**src/rtl/regfile_pkg.sv**
```systemverilog
// Shared register-file definitions.
// Holds the register file geometry and the maintenance sequencer state
// encoding. The register file itself and the core-side port mux use the
// same constants, so they always agree on sizes.
package regfile_pkg;

  localparam int ADDR_W   = 6;
  localparam int DATA_W   = 32;
  localparam int NUM_REGS = 64;  // always 2**ADDR_W

  typedef enum logic [1:0] {
    IDLE  = 2'd0,
    DUMP  = 2'd1,
    CLEAR = 2'd2,
    DONE  = 2'd3
  } state_t;

endpackage

```
**src/rtl/regfile_dump.sv**
```systemverilog
// Register file dump / clear sequencer.
// On an accepted start it either streams every register out as
// (address, data) beats over a valid/ready interface, or writes zero to
// every register. It drives the register file ports only while busy is
// high; the core muxes it in for that time.
//
// Ports
//   clk, reset       rising-edge clock, synchronous active-high reset
//   start, mode      request and operation select (0 dump, 1 clear),
//                    both sampled only in IDLE
//   busy, done       operation in progress / one-cycle completion pulse
//   rf_read_addr     register file read address
//   rf_read_data     asynchronous read data for rf_read_addr
//   rf_write_en      register file write enable
//   rf_write_addr    register file write address
//   rf_write_data    register file write data (always zero)
//   out_valid/ready  dump stream handshake
//   out_addr/data    streamed register address and value
module regfile_dump #(
  parameter int ADDR_W   = regfile_pkg::ADDR_W,
  parameter int DATA_W   = regfile_pkg::DATA_W,
  parameter int NUM_REGS = regfile_pkg::NUM_REGS
) (
  input  logic              clk,
  input  logic              reset,
  input  logic              start,
  input  logic              mode,
  output logic              busy,
  output logic              done,
  output logic [ADDR_W-1:0] rf_read_addr,
  input  logic [DATA_W-1:0] rf_read_data,
  output logic              rf_write_en,
  output logic [ADDR_W-1:0] rf_write_addr,
  output logic [DATA_W-1:0] rf_write_data,
  output logic              out_valid,
  input  logic              out_ready,
  output logic [ADDR_W-1:0] out_addr,
  output logic [DATA_W-1:0] out_data
);

  import regfile_pkg::*;

  // Last entry is found by comparison, never by counter overflow.
  localparam logic [ADDR_W-1:0] LAST_IDX = ADDR_W'(NUM_REGS - 1);
  localparam logic [ADDR_W-1:0] IDX_ONE  = {{(ADDR_W-1){1'b0}}, 1'b1};

  state_t            state;
  state_t            next_state;
  logic [ADDR_W-1:0] index;
  logic              handshake;
  logic              last;

  assign handshake = out_valid && out_ready;
  assign last      = (index == LAST_IDX);

  // State register.
  // NOTE: clocked state always uses non-blocking assignment so every
  // register samples the values from before the edge.
  always_ff @(posedge clk) begin
    if (reset) state <= IDLE;
    else       state <= next_state;
  end

  // Next-state logic.
  // NOTE: every combinational output gets a default first, otherwise a
  // path that skips the assignment infers a latch.
  always_comb begin
    next_state = state;
    unique case (state)
      IDLE:    if (start) next_state = mode ? CLEAR : DUMP;
      DUMP:    if (handshake && last) next_state = DONE;
      CLEAR:   if (last) next_state = DONE;
      DONE:    next_state = IDLE;
      default: next_state = IDLE;
    endcase
  end

  // Port outputs decoded from the state. The read address runs one entry
  // ahead of the beat on display, so the next value is already on
  // rf_read_data when the current beat is accepted.
  always_comb begin
    rf_read_addr  = '0;
    rf_write_en   = 1'b0;
    rf_write_addr = '0;
    unique case (state)
      DUMP:    rf_read_addr = index + IDX_ONE;  // wraps to 0 on last entry
      CLEAR: begin
        rf_write_en   = 1'b1;
        rf_write_addr = index;
      end
      default: ;
    endcase
  end

  assign rf_write_data = '0;
  assign busy          = (state != IDLE);
  assign done          = (state == DONE);

  // Index counter and dump stream payload.
  always_ff @(posedge clk) begin
    if (reset) begin
      index     <= '0;
      out_valid <= 1'b0;
      out_addr  <= '0;
      out_data  <= '0;
    end else begin
      unique case (state)
        IDLE: begin
          if (start) begin
            index <= '0;
            if (!mode) begin
              // Register 0 is on the read port while idle.
              out_valid <= 1'b1;
              out_addr  <= '0;
              out_data  <= rf_read_data;
            end
          end
        end
        DUMP: begin
          if (handshake) begin
            if (last) begin
              out_valid <= 1'b0;
            end else begin
              index    <= index + IDX_ONE;
              out_addr <= index + IDX_ONE;
              out_data <= rf_read_data;
            end
          end
        end
        CLEAR:   index <= last ? '0 : index + IDX_ONE;
        default: ;
      endcase
    end
  end

endmodule

```
**config.mk**
```make
export PLATFORM = sky130hd
export DESIGN_NAME = regfile_dump
export DESIGN_NICKNAME = d
export VERILOG_FILES = /design/src/rtl/regfile_pkg.sv /design/src/rtl/regfile_dump.sv
export SDC_FILE = /design/constraint.sdc
export NUM_CORES = 1
export LEC_CHECK = 0
export ABC_CLOCK_PERIOD_IN_PS = 1700
export CAP_MARGIN = 15
export CORE_MARGIN = 2
export CORE_UTILIZATION = 38
export DETAILED_ROUTE_END_ITERATION = 6
export GPL_TIMING_DRIVEN = 0
export PLACE_DENSITY = 0.78
export SLEW_MARGIN = 20
export SYNTH_ARGS = -nofsm -noshare
export SYNTH_HDL_FRONTEND = slang
export SYNTH_SLANG_ARGS = --single-unit
```
**constraint.sdc**
```tcl
create_clock -name clk -period 1.7 [get_ports clk]
set_input_delay 0.34 -clock clk [delete_from_list [all_inputs] [get_ports clk]]
set_output_delay 0.34 -clock clk [all_outputs]
set_load 0.05 [all_outputs]
```
==> impl_metrics.json <==
{
  "synthDistinctLibCells": 45,
  "wl_per_cell_um": 16.1,
  "yosys_register_bits": 47,
  "switchingPower_mw": 3.75,
  "worstSetupStartpointType": "flop",
  "rsz0062_at_grt": "true",
  "switching_share_pct": 49.8,
  "tightest_slew_ns": 0.527,
  "grt_overflow": 0,
  "worstPathArrival_ns": 1.53,
  "drive_above_1_share_pct": 40.1,
  "finalWorstSetupSlack_ns": -0.174,
  "htree_levels": 2,
  "grt_pass1_wl_um": 12600,
  "crit_type": "reg -> out",
  "cts.clk_slew.worst_paths_ns": 0.09,
  "diodes": 0,
  "nFillCells": 497,
  "slew_headroom_pct": 65.0,
  "vias": 2982,
  "cp_max_fo": 6,
  "areaGrowthSynthToFinish_pct": 85.8,
  "p_int_mw": 3.78,
  "clk_latency_ns": 0.29,
  "yosysWarningCount": 0,
  "synth_area_leader_cell": "dfxtp_1",
  "wirelength_um": 8960,
  "clock_path_buffers": 2,
  "power.total_mw": 7.54,
  "route.detailed.drc": 0,
  "final_nets": 503,
  "slowest_stage": "dfxtp_4",
  "cts_buffers": 5,
  "antenna_found_initial": 0,
  "required_ns": 1.36,
  "clockRootBuffer": "clkbuf_8",
  "multi_input_area_um2": 2080,
  "min_path_cells": 2,
  "max_freq_mhz": 534,
  "syn_area_um2": 2660,
  "finalSetupViolCount": 35,
  "avgSynthCellArea_um2": 8.45,
  "startpoint": "index[2]",
  "reg2reg_to": "out_data[18]",
  "grt_max_degree": 15,
  "register_area_um2": 968,
  "start_util_pct": 39.2,
  "via_per_inst": 5.35,
  "drt_iter0_drc": 102,
  "sequentialPowerShare_pct": 22.5,
  "ant_nets": 0,
  "status": "finished with violations",
  "rows": 30,
  "post_dp_cell_area_um2": 3910,
  "grt_pass1_vias": 2674,
  "worst_path_largest_cell_delay_ns": 0.37,
  "core_um2": 6790,
  "gr-usage-all-layers_pct": 20.3,
  "syn_inst": 315,
  "final_cell_mix": "50 x buf_4, 39 x dfxtp_1, 39 x dlygate4sd2_1",
  "fin_crit_sh_pct": 110,
  "min_from": "out_addr[4]",
  "ys_seq_area_share_pct": 35.4,
  "synth_edf_count": 0,
  "endpoint_kind": "output pin",
  "gp_congestion": 0.806,
  "slew_violations": 0,
  "worstReg2RegStart": "state[1]",
  "cap_violations": 0,
  "hpwl_um": 5520,
  "violations": "setup timing",
  "ys.flop_type": "dfxtp_1",
  "powerDensity_nw_per_um2": 1530,
  "dr.pass1.iters": 4,
  "cts_tree": "done",
  "cts_num_sinks": 47,
  "dieHeight_um": 87.7,
  "hold_buffers": 0,
  "io_buffers": 90,
  "die_area_um2": 7690,
  "power_frac_clock_pct": 12.9,
  "die_w_um": 87.7,
  "combPwrFrac_pct": 64.6,
  "synthTopCellsByArea": "dfxtp_1 35%, o31ai_1 9.9%, buf_4 9.3%, nand4_1 8.2%, a21oi_1 6.6%",
  "period_needed_ns": 1.87,
  "path_cells": "buf_4 -> and3_4 -> mux2i_4 -> buf_6",
  "synthArstFlopShare_pct": 0,
  "vdd.ir_drop.worst_mv": 0.950,
  "top_level_ports": 123,
  "r2r_cells": 9,
  "p_leak_nw": 2.03,
  "worst_hold_path_type": "reg -> reg",
  "hold_end": "out_addr[4]",
  "layout_commonest_cell": "buf_4",
  "synth_top_cell_area_share_pct": 35.4,
  "skew_ns": 0.00527,
  "rrSetupSlack_ns": -0.09,
  "hold_violations": 0,
  "design_area_um2": 4940
}
==> critical path, delay by kind of cell, from the launching register on <==
family | cells | cell delay, ns
DFF | 1 | 0.37
and+or+nand+nor | 1 | 0.23
muxes | 1 | 0.28
buffers and inverters | 2 | 0.35
==> logic make-up after synthesis <==
kind of cell | Yosys count | synth area share, %
simple gates | 87 | 18.8
buf+inv | 68 | 15.5
compound gates | 102 | 25.8
other cells | 1 | 0.141
flops | 47 | 35.4
fa+ha+maj | 6 | 2.82
mux | 4 | 1.55
==> state kept, by name (all words and copies together), names as in the netlist <==
name       cells
out_valid      1
out_addr       6
index          6
out_data      32
state          2
==> worst max-delay path by stage <==
| stage | slack [ns] | end | depth (start not counted) |
|---|---|---|---|
| 4_1_cts | -0.13 | rf_read_addr[4] | 4 |
| 3_3_place_gp | -0.82 | rf_read_addr[5] | 4 |
| 3_5_place_dp | -0.85 | rf_read_addr[5] | 4 |
| 5_1_grt | -0.20 | rf_read_addr[4] | 4 |
| 2_1_floorplan | -0.04 | rf_read_addr[5] | 3 |
| 6_report | -0.17 | rf_read_addr[4] | 4 |
==> power by group through the flow <==
| stage | Combinational, mW | Clock (mW) | Sequential [mW] |
|---|---|---|---|
| floorplan | 1.67 | 0 | 2.51 |
| global placement | 3.55 | 0 | 1.60 |
| finish | 4.87 | 0.973 | 1.69 |
| global route | 5.11 | 1.03 | 1.73 |
| CTS | 3.62 | 0.982 | 1.58 |
| detailed placement | 3.61 | 0 | 1.61 |
==> metrics by stage <==
stage          util, %  instances  hold WS [ns]  TNS (ns)  worst slack (ns)
5_1_grt           72.8        557         0.483     -4.20            -0.196
3_5_place_dp      57.5        532         0.461    -24.14            -0.845
2_1_floorplan        -        346         0.490   -0.0400           -0.0400
3_3_place_gp      57.5        532         0.451    -22.89            -0.820
6_report          72.8        557         0.472     -2.02            -0.174
4_1_cts           62.2        551         0.473     -3.48            -0.132
==> cell usage after synthesis (2+ instances only) <==
library cell	count
and2_1	8
mux2i_1	3
and3_1	2
nor3_1	2
a21oi_1	35
nand3_1	3
a2111oi_0	2
nor2_1	8
o211ai_1	7
a21boi_0	2
or3_1	3
nor2b_1	3
dfxtp_1	47
a21boi_1	2
a211oi_1	2
o21ai_0	4
nand2_1	10
ha_1	6
a31o_1	2
buf_4	33
clkbuf_1	18
or2_2	3
o311a_1	3
buf_6	3
inv_1	4
o31ai_1	35
buf_2	8
nand4_1	35
nand2b_1	6
==> routing by layer <==
metal / up-vias / global-route usage (%) / wire, um
li1: 1416 / - / -
met1: 1434 / 25.2 / 3790
met2: 119 / 36.3 / 4540
met3: 13 / 4.05 / 501
met4: 0 / 4.34 / 127
met5: - / 0 / 0
==> final cells by class <==
class / count / share of cell area [%]
Clock inverter: 2 / 1.21
Clock buffer: 6 / 1.47
Timing Repair Buffer: 111 / 22.0
Tap cell: 96 / 2.43
Sequential cell: 47 / 19.6
Multi-Input combinational cell: 231 / 42.2
Inverter: 5 / 0.532
Buffer: 59 / 10.6
==> timing repair <==
| action | in CTS | in global routing |
|---|---|---|
| pin swaps | 7 | 29 |
| resized for setup | 173 | 150 |
| setup endpoints to repair | 100 | 61 |
| hold endpoints to repair | 0 | 0 |
| cloned | 1 | 4 |
| buffers inserted | 13 | 3 |
Power figures use the tool's default switching activity.
